[src/rtl/mem_bus_arbiter_pkg.sv]
// Shared types for the processor-memory port arbiter.
// Bus command encoding, tag width and request owner identifiers.
package mem_bus_arbiter_pkg;
    localparam int XLEN      = 32;
    localparam int MEM_TAG_W = 4;

    typedef enum logic [1:0] {
        BUS_NONE  = 2'h0,
        BUS_LOAD  = 2'h1,
        BUS_STORE = 2'h2
    } BUS_COMMAND;

    typedef enum logic {
        OWN_IC = 1'b0,
        OWN_DC = 1'b1
    } OWNER_T;
endpackage

[src/rtl/mem_bus_arbiter_if.sv]
// Cache-side and memory-side signals of the shared memory port.
// master is the arbiter's view, slave is the caches/memory view.
interface mem_bus_arbiter_if;
    import mem_bus_arbiter_pkg::*;

    logic                 ic_req_valid;
    logic [XLEN-1:0]      ic_req_addr;
    logic                 ic_req_accept;
    logic [MEM_TAG_W-1:0] ic_req_tag;
    logic                 ic_resp_valid;
    logic [MEM_TAG_W-1:0] ic_resp_tag;
    logic [63:0]          ic_resp_data;

    BUS_COMMAND           dc_req_command;
    logic [XLEN-1:0]      dc_req_addr;
    logic [63:0]          dc_req_data;
    logic                 dc_req_accept;
    logic [MEM_TAG_W-1:0] dc_req_tag;
    logic                 dc_resp_valid;
    logic [MEM_TAG_W-1:0] dc_resp_tag;
    logic [63:0]          dc_resp_data;
    logic                 dc_owns_bus;

    BUS_COMMAND           proc2mem_command;
    logic [XLEN-1:0]      proc2mem_addr;
    logic [63:0]          proc2mem_data;
    logic [MEM_TAG_W-1:0] mem2proc_response;
    logic [63:0]          mem2proc_data;
    logic [MEM_TAG_W-1:0] mem2proc_tag;

    logic [4:0]           outstanding;
    logic                 tag_err;

    modport master (
        input  ic_req_valid, ic_req_addr,
        input  dc_req_command, dc_req_addr, dc_req_data,
        input  mem2proc_response, mem2proc_data, mem2proc_tag,
        output ic_req_accept, ic_req_tag,
        output ic_resp_valid, ic_resp_tag, ic_resp_data,
        output dc_req_accept, dc_req_tag,
        output dc_resp_valid, dc_resp_tag, dc_resp_data,
        output dc_owns_bus,
        output proc2mem_command, proc2mem_addr, proc2mem_data,
        output outstanding, tag_err
    );

    modport slave (
        output ic_req_valid, ic_req_addr,
        output dc_req_command, dc_req_addr, dc_req_data,
        output mem2proc_response, mem2proc_data, mem2proc_tag,
        input  ic_req_accept, ic_req_tag,
        input  ic_resp_valid, ic_resp_tag, ic_resp_data,
        input  dc_req_accept, dc_req_tag,
        input  dc_resp_valid, dc_resp_tag, dc_resp_data,
        input  dc_owns_bus,
        input  proc2mem_command, proc2mem_addr, proc2mem_data,
        input  outstanding, tag_err
    );
endinterface

[src/rtl/mem_tag_table.sv]
// Owner table for outstanding memory tags: valid bit plus owning cache.
// Tag 0 is never valid, so a lookup of "no tag" always misses.
module mem_tag_table
    import mem_bus_arbiter_pkg::*;
#(
    parameter int NUM_TAGS = 15
) (
    input  logic                 clock,
    input  logic                 reset,
    input  logic                 alloc_en,
    input  logic [MEM_TAG_W-1:0] alloc_tag,
    input  OWNER_T               alloc_owner,
    input  logic                 free_en,
    input  logic [MEM_TAG_W-1:0] free_tag,
    input  logic [MEM_TAG_W-1:0] lookup_tag,
    output logic                 lookup_valid,
    output OWNER_T               lookup_owner,
    output logic [4:0]           count
);
    logic [NUM_TAGS:0] valid_q, valid_d;
    logic [NUM_TAGS:0] owner_q, owner_d;

    always_comb begin
        valid_d = valid_q;
        owner_d = owner_q;
        if (free_en) begin
            valid_d[free_tag] = 1'b0;
        end
        // Allocation after free: a reused tag keeps the new owner.
        if (alloc_en) begin
            valid_d[alloc_tag] = 1'b1;
            owner_d[alloc_tag] = alloc_owner;
        end
        valid_d[0] = 1'b0;
    end

    always_ff @(posedge clock or posedge reset) begin
        if (reset) begin
            valid_q <= '0;
            owner_q <= '0;
        end else begin
            valid_q <= valid_d;
            owner_q <= owner_d;
        end
    end

    assign lookup_valid = valid_q[lookup_tag];
    assign lookup_owner = OWNER_T'(owner_q[lookup_tag]);
    assign count        = 5'($countones(valid_q));
endmodule

[src/rtl/mem_bus_arbiter.sv]
// Arbitrates the memory port between I-cache fills and D-cache accesses.
// D-cache has priority; a starved fetch request wins after STARVE_LIMIT losses.
module mem_bus_arbiter
    import mem_bus_arbiter_pkg::*;
#(
    parameter int STARVE_LIMIT = 4,
    parameter int NUM_TAGS     = 15
) (
    input logic              clock,
    input logic              reset,
    mem_bus_arbiter_if.master bus
);
    localparam int SW = $clog2(STARVE_LIMIT + 1);

    logic [SW-1:0] starve_cnt_q, starve_cnt_d;
    logic          tag_err_q, tag_err_d;

    logic   ic_want, dc_want, ic_sel, dc_sel;
    logic   mem_acc, ic_acc, dc_acc;
    logic   alloc_en;
    OWNER_T alloc_owner;
    logic   ret_valid, ret_hit, lk_valid;
    OWNER_T lk_owner;
    logic [4:0] count;

    always_comb begin
        ic_want = bus.ic_req_valid;
        dc_want = bus.dc_req_command != BUS_NONE;
        ic_sel  = ic_want &&
                  (!dc_want || starve_cnt_q == SW'(STARVE_LIMIT));
        dc_sel  = dc_want && !ic_sel;
        mem_acc = bus.mem2proc_response != '0;
        ic_acc  = ic_sel && mem_acc;
        dc_acc  = dc_sel && mem_acc;

        bus.proc2mem_command = BUS_NONE;
        bus.proc2mem_addr    = '0;
        bus.proc2mem_data    = '0;
        if (ic_sel) begin
            bus.proc2mem_command = BUS_LOAD;
            bus.proc2mem_addr    = bus.ic_req_addr;
        end else if (dc_sel) begin
            bus.proc2mem_command = bus.dc_req_command;
            bus.proc2mem_addr    = bus.dc_req_addr;
            bus.proc2mem_data    = bus.dc_req_data;
        end

        bus.dc_owns_bus   = dc_sel;
        bus.ic_req_accept = ic_acc;
        bus.dc_req_accept = dc_acc;
        bus.ic_req_tag    = ic_acc ? bus.mem2proc_response : '0;
        bus.dc_req_tag    = dc_acc ? bus.mem2proc_response : '0;

        // Stores return nothing, so only loads take a table entry.
        alloc_en    = ic_acc ||
                      (dc_acc && bus.dc_req_command == BUS_LOAD);
        alloc_owner = dc_sel ? OWN_DC : OWN_IC;
    end

    always_comb begin
        ret_valid = bus.mem2proc_tag != '0;
        ret_hit   = ret_valid && lk_valid;

        bus.ic_resp_valid = ret_hit && lk_owner == OWN_IC;
        bus.dc_resp_valid = ret_hit && lk_owner == OWN_DC;
        bus.ic_resp_tag   = '0;
        bus.ic_resp_data  = '0;
        bus.dc_resp_tag   = '0;
        bus.dc_resp_data  = '0;
        if (ret_hit && lk_owner == OWN_IC) begin
            bus.ic_resp_tag  = bus.mem2proc_tag;
            bus.ic_resp_data = bus.mem2proc_data;
        end
        if (ret_hit && lk_owner == OWN_DC) begin
            bus.dc_resp_tag  = bus.mem2proc_tag;
            bus.dc_resp_data = bus.mem2proc_data;
        end

        tag_err_d = tag_err_q || (ret_valid && !lk_valid);

        starve_cnt_d = starve_cnt_q;
        if (!bus.ic_req_valid || ic_acc) begin
            starve_cnt_d = '0;
        end else if (starve_cnt_q != SW'(STARVE_LIMIT)) begin
            starve_cnt_d = starve_cnt_q + SW'(1);
        end

        bus.outstanding = count;
        bus.tag_err     = tag_err_q;
    end

    always_ff @(posedge clock or posedge reset) begin
        if (reset) begin
            starve_cnt_q <= '0;
            tag_err_q    <= 1'b0;
        end else begin
            starve_cnt_q <= starve_cnt_d;
            tag_err_q    <= tag_err_d;
        end
    end

    mem_tag_table #(
        .NUM_TAGS(NUM_TAGS)
    ) u_tag_table (
        .clock       (clock),
        .reset       (reset),
        .alloc_en    (alloc_en),
        .alloc_tag   (bus.mem2proc_response),
        .alloc_owner (alloc_owner),
        .free_en     (ret_hit),
        .free_tag    (bus.mem2proc_tag),
        .lookup_tag  (bus.mem2proc_tag),
        .lookup_valid(lk_valid),
        .lookup_owner(lk_owner),
        .count       (count)
    );
endmodule

[src/flat_wrapper.sv]
// flat-port wrapper written by rule: the top's interface ports become plain ports
module mem_bus_arbiter_flat import mem_bus_arbiter_pkg::*;
#(
    parameter int STARVE_LIMIT = 4,
    parameter int NUM_TAGS     = 15
)
  (clock, reset, bus_ic_req_valid, bus_ic_req_addr, bus_dc_req_command, bus_dc_req_addr, bus_dc_req_data, bus_mem2proc_response, bus_mem2proc_data, bus_mem2proc_tag, bus_ic_req_accept, bus_ic_req_tag, bus_ic_resp_valid, bus_ic_resp_tag, bus_ic_resp_data, bus_dc_req_accept, bus_dc_req_tag, bus_dc_resp_valid, bus_dc_resp_tag, bus_dc_resp_data, bus_dc_owns_bus, bus_proc2mem_command, bus_proc2mem_addr, bus_proc2mem_data, bus_outstanding, bus_tag_err);
  mem_bus_arbiter_if bus_i ();
  input logic clock;
  input logic reset;
  input wire logic [$bits(bus_i.ic_req_valid)-1:0] bus_ic_req_valid;
  input wire logic [$bits(bus_i.ic_req_addr)-1:0] bus_ic_req_addr;
  input wire logic [$bits(bus_i.dc_req_command)-1:0] bus_dc_req_command;
  input wire logic [$bits(bus_i.dc_req_addr)-1:0] bus_dc_req_addr;
  input wire logic [$bits(bus_i.dc_req_data)-1:0] bus_dc_req_data;
  input wire logic [$bits(bus_i.mem2proc_response)-1:0] bus_mem2proc_response;
  input wire logic [$bits(bus_i.mem2proc_data)-1:0] bus_mem2proc_data;
  input wire logic [$bits(bus_i.mem2proc_tag)-1:0] bus_mem2proc_tag;
  output wire logic [$bits(bus_i.ic_req_accept)-1:0] bus_ic_req_accept;
  output wire logic [$bits(bus_i.ic_req_tag)-1:0] bus_ic_req_tag;
  output wire logic [$bits(bus_i.ic_resp_valid)-1:0] bus_ic_resp_valid;
  output wire logic [$bits(bus_i.ic_resp_tag)-1:0] bus_ic_resp_tag;
  output wire logic [$bits(bus_i.ic_resp_data)-1:0] bus_ic_resp_data;
  output wire logic [$bits(bus_i.dc_req_accept)-1:0] bus_dc_req_accept;
  output wire logic [$bits(bus_i.dc_req_tag)-1:0] bus_dc_req_tag;
  output wire logic [$bits(bus_i.dc_resp_valid)-1:0] bus_dc_resp_valid;
  output wire logic [$bits(bus_i.dc_resp_tag)-1:0] bus_dc_resp_tag;
  output wire logic [$bits(bus_i.dc_resp_data)-1:0] bus_dc_resp_data;
  output wire logic [$bits(bus_i.dc_owns_bus)-1:0] bus_dc_owns_bus;
  output wire logic [$bits(bus_i.proc2mem_command)-1:0] bus_proc2mem_command;
  output wire logic [$bits(bus_i.proc2mem_addr)-1:0] bus_proc2mem_addr;
  output wire logic [$bits(bus_i.proc2mem_data)-1:0] bus_proc2mem_data;
  output wire logic [$bits(bus_i.outstanding)-1:0] bus_outstanding;
  output wire logic [$bits(bus_i.tag_err)-1:0] bus_tag_err;
  assign bus_i.ic_req_valid = bus_ic_req_valid;
  assign bus_i.ic_req_addr = bus_ic_req_addr;
  assign bus_i.dc_req_command = bus_dc_req_command;
  assign bus_i.dc_req_addr = bus_dc_req_addr;
  assign bus_i.dc_req_data = bus_dc_req_data;
  assign bus_i.mem2proc_response = bus_mem2proc_response;
  assign bus_i.mem2proc_data = bus_mem2proc_data;
  assign bus_i.mem2proc_tag = bus_mem2proc_tag;
  assign bus_ic_req_accept = bus_i.ic_req_accept;
  assign bus_ic_req_tag = bus_i.ic_req_tag;
  assign bus_ic_resp_valid = bus_i.ic_resp_valid;
  assign bus_ic_resp_tag = bus_i.ic_resp_tag;
  assign bus_ic_resp_data = bus_i.ic_resp_data;
  assign bus_dc_req_accept = bus_i.dc_req_accept;
  assign bus_dc_req_tag = bus_i.dc_req_tag;
  assign bus_dc_resp_valid = bus_i.dc_resp_valid;
  assign bus_dc_resp_tag = bus_i.dc_resp_tag;
  assign bus_dc_resp_data = bus_i.dc_resp_data;
  assign bus_dc_owns_bus = bus_i.dc_owns_bus;
  assign bus_proc2mem_command = bus_i.proc2mem_command;
  assign bus_proc2mem_addr = bus_i.proc2mem_addr;
  assign bus_proc2mem_data = bus_i.proc2mem_data;
  assign bus_outstanding = bus_i.outstanding;
  assign bus_tag_err = bus_i.tag_err;
  mem_bus_arbiter #(.STARVE_LIMIT(STARVE_LIMIT), .NUM_TAGS(NUM_TAGS)) u_core (.clock(clock), .reset(reset), .bus(bus_i));
endmodule
[config.mk]
export PLATFORM = sky130hd
export DESIGN_NAME = mem_bus_arbiter_flat
export DESIGN_NICKNAME = d
export VERILOG_FILES = /design/src/rtl/mem_bus_arbiter_pkg.sv /design/src/rtl/mem_bus_arbiter_if.sv /design/src/rtl/mem_tag_table.sv /design/src/rtl/mem_bus_arbiter.sv /design/src/flat_wrapper.sv
export SDC_FILE = /design/constraint.sdc
export NUM_CORES = 1
export LEC_CHECK = 0
export ABC_CLOCK_PERIOD_IN_PS = 3900
export BUFFER_PORTS_ARGS = -buffer_cell sky130_fd_sc_hd__clkbuf_2
export CAP_MARGIN = 10
export CORE_AREA = 5 5 175 177
export DETAILED_ROUTE_END_ITERATION = 6
export DIE_AREA = 0 0 180 182
export GPL_ROUTABILITY_DRIVEN = 0
export GPL_TIMING_DRIVEN = 0
export PLACE_DENSITY = 0.42
export SYNTH_ARGS = -nofsm -noshare
export SYNTH_HDL_FRONTEND = slang
export SYNTH_SLANG_ARGS = --single-unit
[constraint.sdc]
create_clock -name clock -period 3.9 [get_ports clock]
set_clock_uncertainty 0.2 [all_clocks]
set_input_delay 0 -clock clock [delete_from_list [all_inputs] [get_ports clock]]
set_output_delay 0 -clock clock [all_outputs]
set_load 0.02 [all_outputs]
# Word-level counts from Yosys, hierarchy flattened

Index checks and enable logic that the tools add are counted.

Register bits: 35
Logic and storage cells: 79

Bitwise gates (word level): 4
Equal/unequal tests: 3
Magnitude comparators: 4
Mux-type cells: 26
Reduce and logical (&&, ||, !) cells: 23
Add/subtract/negate cells: 15

Operators by type and width:

| operator             | number |
|---|---|
| $mux W64             | 4 |
| $mux W32             | 2 |
| $mux W16             | 2 |
| $and A16 B16 Y16     | 1 |
| $bwmux W16           | 1 |
| $mux W4              | 4 |
| $not A16 Y16         | 1 |
| $or A16 B16 Y16      | 1 |
| $add A1 B1 Y2        | 7 |
| $logic_and A1 B1 Y1  | 11 |
| $lt A4 B5 Y1 const B | 2 |
| $add A2 B2 Y3        | 3 |
| $add A3 B3 Y4        | 2 |
| $bmux W1 S4          | 2 |
| $demux W1 S4         | 2 |
| $ge A4 B1 Y1 const B | 2 |
| $reduce_bool A4 Y1   | 2 |
| $mux W3              | 2 |
| $add A4 B4 Y5        | 1 |
| $mux W1              | 5 |
| $logic_not A1 Y1     | 4 |
| $logic_or A1 B1 Y1   | 4 |
| $mux W2              | 2 |
| $reduce_bool A2 Y1   | 2 |
| 6 further kinds      | 6 |

# Logic depth before layout (Yosys ltp)

Depth in word-level cells: 10
Gate-level depth with buffers: 10
Mapped depth without buffers: 10

# By module

A second synthesis with hierarchy kept.

Cells, all modules: 495
Area, all modules: 4070.2 um^2

Modules (own cells, without submodules):

| module          | seq. area each (um^2) | times used | area each (um^2) | cells each |
|---|---|---|---|---|
| mem_bus_arbiter | 100.1                 | 1          | 2063.2           | 313 |
| mem_tag_table   | 775.7                 | 1          | 2006.9           | 182 |

# Worst setup path after synthesis

No wires, ideal clock.

Path type: register to output
Start point: register u_core.u_tag_table.valid_q[6]
End point: output port bus_outstanding[2]
Slack: 0.308 ns
Cell stages (with the launch flop): 11
Data arrival time: 3.392 ns
Path buffers: 0
Cells stage by stage: dfrtp_1 -> fa_1 -> inv_1 -> fa_1 -> fa_1 -> fa_1 -> inv_1 -> fa_1 -> inv_1 -> fa_1 -> xnor2_1

Longest elaborated chain between the ends: 4

RTL lines:

| what                                | line                | source |
|---|---|---|
| start, declared                     | mem_tag_table.sv:20 | `logic [NUM_TAGS:0] valid_q, valid_d;` |
| start signal, assigned              | mem_tag_table.sv:42 | `valid_q <= valid_d;` |
| $add A1 B1 Y2 (implied by the code) | mem_tag_table.sv:49 | `assign count = 5'($countones(valid_q));` |
| $add A2 B2 Y3 (implied by the code) | mem_tag_table.sv:49 |  |
| $add A3 B3 Y4 (implied by the code) | mem_tag_table.sv:49 |  |
| $add A4 B4 Y5 (implied by the code) | mem_tag_table.sv:49 |  |
| end, declared                       | flat_wrapper.sv:33  | `output wire logic [$bits(bus_i.outstanding)-1:0] bus_outstanding;` |

No other way between the ends.

# Worst setup path in the final report

Start point: register u_core.u_tag_table.valid_q[6]
End point: output port bus_outstanding[1]

Same word-level chain as after synthesis.

==> flow_summary.yaml <==
global_routing:
  grt_start_max_net_pins: 36
  busiest_layer: "met2"
  groute.layer.met1.usage_pct: 17.0
  globalRouteOverflowTotal: 0
  global_route.usage.met3_pct: 3.04
  grt_first_pass_wirelength_mm: 36.7
  via_count_of_the_first_global_routing_pass: 6279
  grt_util_met2_pct: 25.0
  antenna_found_initial: 0
  grtUsageTotal_pct: 13.8
critical_path:
  worst_setup_path_end_kind: "output port"
  critical_path_arrival_ns: 3.74
  critical-path-slowest-cell: "fa_1"
  critical_path.reg2reg.endpoint: "u_core.u_tag_table.owner_q[8]"
  critical_path.reg2reg.startpoint: "u_core.starve_cnt_q[0]"
  critical_path_class: "reg2out"
  crit_path_max_fanout: 3
  crit_path_start_kind: "flop"
  timing.reg2reg.setup_slack_ns: 1.35
  ordered_cell_list_for_the_critical_path: "fa_1 > inv_1 > fa_1 > fa_1 > fa_1 > inv_1 > fa_2 > inv_2 > fa_1 > inv_1 > clkbuf_8"
  critical_path.most_common_cell: "fa_1"
  reg2regPathDepth: 7
  worstPathRequired_ns: 3.70
  critPathMaxStageDelay_ns: 0.53
layout:
  drive_above_1_share_pct: 60.4
  areaGrowthSynthToFinish_pct: 62.8
  fin_util_pct: 26.4
  final_nets: 1247
  antenna_cells_inserted: 0
floorplanning:
  starting_density_of_the_core_pct: 16.2
  rows: 63
  placeableCoreArea_um2: 29100
  dieArea_um2: 32800
  die_height_um: 182
  fp.dieW_um: 180
  design.portCount: 458
synth:
  synth_area_per_cell_um2: 8.34
  combined_area_of_all_synthesized_cells_um2: 4710
  syn-num-nets: 784
  netlist_instances: 565
  synth-warning-count: 0
  synth-seq-area-share_pct: 18.6
  yosysUniqueCellTypes: 38
  ys_ff_latch: 35
route:
  routed-via-count: 5826
  antenna_violating_nets_post_route: 0
  drc: 0
  sum_of_routed_wire_length_over_all_layers_mm: 23.9
  post_drt_wl_per_cell_um: 16.9
  first_pass_iters: 4
  routed_via_density: 4.11
  initialDrtViolationCount: 140
clocking:
  cts_h_tree_lvls: 2
  clock-sinks: 35
  cts.root.buffer_cell: "clkbuf_16"
  clk_transition_reported_paths_ns: 0.05
  cts.path.max_buffers: 2
  cts_setup_buffers: 0
  tritoncts: "done"
  worstSkewPairLatency_ns: 0.27
  cts_buffers: 5
placed_design:
  buffer_ports.inserted: 453
  dp_slack_ns: 0.165
  hpwlAfterDp_mm: 21.3
sta:
  report.final.slew_viol_count: 0
  tightestPinTransition_ns: 0.774
  rsz0062_at_grt: "true"
  timing.final.hold_violations: 0
  relSlewSlack_pct: 47.9
  timing.final.crit_period_ns: 3.94
  final_min_period_over_clock_period_pct: 101
  timing.final.ws_setup_ns: -0.0405
  fmax_mhz: 254
  total_setup_violations_reported_at_the_end_of_the_flow: 1
status:
  violations_in_the_final_reports: "setup timing"
  run_status: "finished, violations left"
worst_hold_path:
  hold_class: "in2reg"
  min_delay_path_depth: 3
  hold_path.startpoint: "bus_mem2proc_response[3]"
  timing.hold.worst_endpoint: "u_core.u_tag_table.valid_q[14]"
flow_run:
  timing.max_cap.violations: 0
pwr:
  peakVddDrop_mv: 0.539
  static-leakage-power_uw: 0.00405
  power.density_cell_area_nw_per_um2: 441
-- Yosys cell counts (all sizes together) --
cell / number / area (um2)
nor3: 140 / 1250
mux2i: 1 / 10.0
conb: 1 / 3.75
inv: 92 / 345
o22ai: 1 / 6.26
nand2b: 8 / 50.1
nor2: 12 / 45.0
nor4: 7 / 43.8
a21bo: 1 / 10.0
o221ai: 1 / 8.76
ha: 4 / 50.1
a21o: 4 / 30.0
and4: 1 / 8.76
xnor2: 2 / 17.5
and2: 72 / 450
or3b: 1 / 8.76
nand2: 15 / 56.3
o21a: 1 / 7.51
a22o: 32 / 280
buf: 27 / 250
dfrtp: 35 / 876
fa: 10 / 200
a21oi: 3 / 15.0
nand3: 7 / 35.0
clkbuf: 30 / 113
mux4: 7 / 169
nor2b: 2 / 12.5
o31ai: 3 / 22.5
o21ai: 22 / 110
mux2: 15 / 169
clkinv: 1 / 3.75
or4: 2 / 15.0
nand4: 5 / 37.5
-- logic make-up after synthesis --
logic type / Yosys count / synth area share [%]
AND/OR/NAND/NOR: 272 / 42.8
buffers and inverters: 150 / 15.1
AO/OA/AOI/OAI: 68 / 10.4
flip-flops: 35 / 18.6
multiplexers: 23 / 7.38
adder cells (fa/ha/maj): 14 / 5.31
XOR/XNOR: 2 / 0.372
other: 1 / 0.0796
-- per-layer routing --
layer | part of all wire, % | routed length, um
met5 | 0 | 0
met4 | 1.6 | 388
met3 | 7.0 | 1680
met2 | 50 | 11900
met1 | 41 | 9910
-- critical path, delay by kind of cell (launching register included) --
| kind | cells | cell delay, ns |
|---|---|---|
| flops | 1 | 0.41 |
| buf+inv | 5 | 0.38 |
| fa+ha+maj | 6 | 2.69 |
-- final cells by class --
class	count	area, um2
plain buffers	57	363
well taps	390	488
fillers	3288	21400
multi-input cells	380	3130
clock buffers	8	156
repair buffers	456	2310
flip-flops and latches	35	876
inverters	93	349
-- cells in the final DEF, fill, tap and decap left out, types with 9 or more instances in the layout --
master,count
and2_1,72
nand2_1,15
o21ai_0,22
nor2_1,12
fa_1,9
dfrtp_1,35
clkbuf_2,450
inv_1,89
nor3_1,30
mux2_2,15
nor3_2,110
buf_6,16
a22o_1,32
clkbuf_1,31
-- report_power, final --
group	internal [uW]	total, uW	switching, uW	leakage (uW)
Combinational	978	2470	1490	0.00355
Sequential	444	497	52.8	0.000424
Clock	272	413	141	0.0000772
Total	1690	3380	1690	0.00405
-- stage by stage --
step | TNS (ns) | std cells | area, um2 | power (uW) | hold WS (ns)
after detailed placement | 0 | 1408 | 7470 | 2900 | -0.0291
after global routing | -0.402 | 1419 | 7670 | 3670 | 0.0576
after global placement | 0 | 1408 | 7470 | 2900 | 0.131
after floorplan | 0 | 565 | 4710 | 2120 | -0.0681
final | -0.0405 | 1419 | 7670 | 3380 | 0.00861
after CTS | -0.135 | 1419 | 7670 | 3440 | 0.0143
-- state kept, by name (all words and copies together) (netlist names) --
register                    cells
u_core.u_tag_table.owner_q     16
u_core.u_tag_table.valid_q     15
u_core.starve_cnt_q             3
u_core.bus.tag_err              1
-- worst max path at each step --
stage                                             start                 end  slack [ns]  cells past startpoint
after floorplan           u_core.u_tag_table.valid_q[6]  bus_outstanding[2]        0.31                     10
after global placement    u_core.u_tag_table.valid_q[1]  bus_outstanding[1]        0.17                     11
after detailed placement  u_core.u_tag_table.valid_q[1]  bus_outstanding[1]        0.17                     11
after CTS                 u_core.u_tag_table.valid_q[6]  bus_outstanding[1]       -0.10                     11
after global routing      u_core.u_tag_table.valid_q[4]  bus_outstanding[1]       -0.23                     11
final                     u_core.u_tag_table.valid_q[6]  bus_outstanding[1]       -0.04                     11
-- what timing repair did --
action / CTS / global route
hold buffers: 3 / 0
pin swaps: 3 / 5
endpoints found under the setup margin: 1 / 3
gates resized for setup: 5 / 4
endpoints found under the hold margin: 40 / 0
No activity file was read; power rests on OpenSTA's default activity.
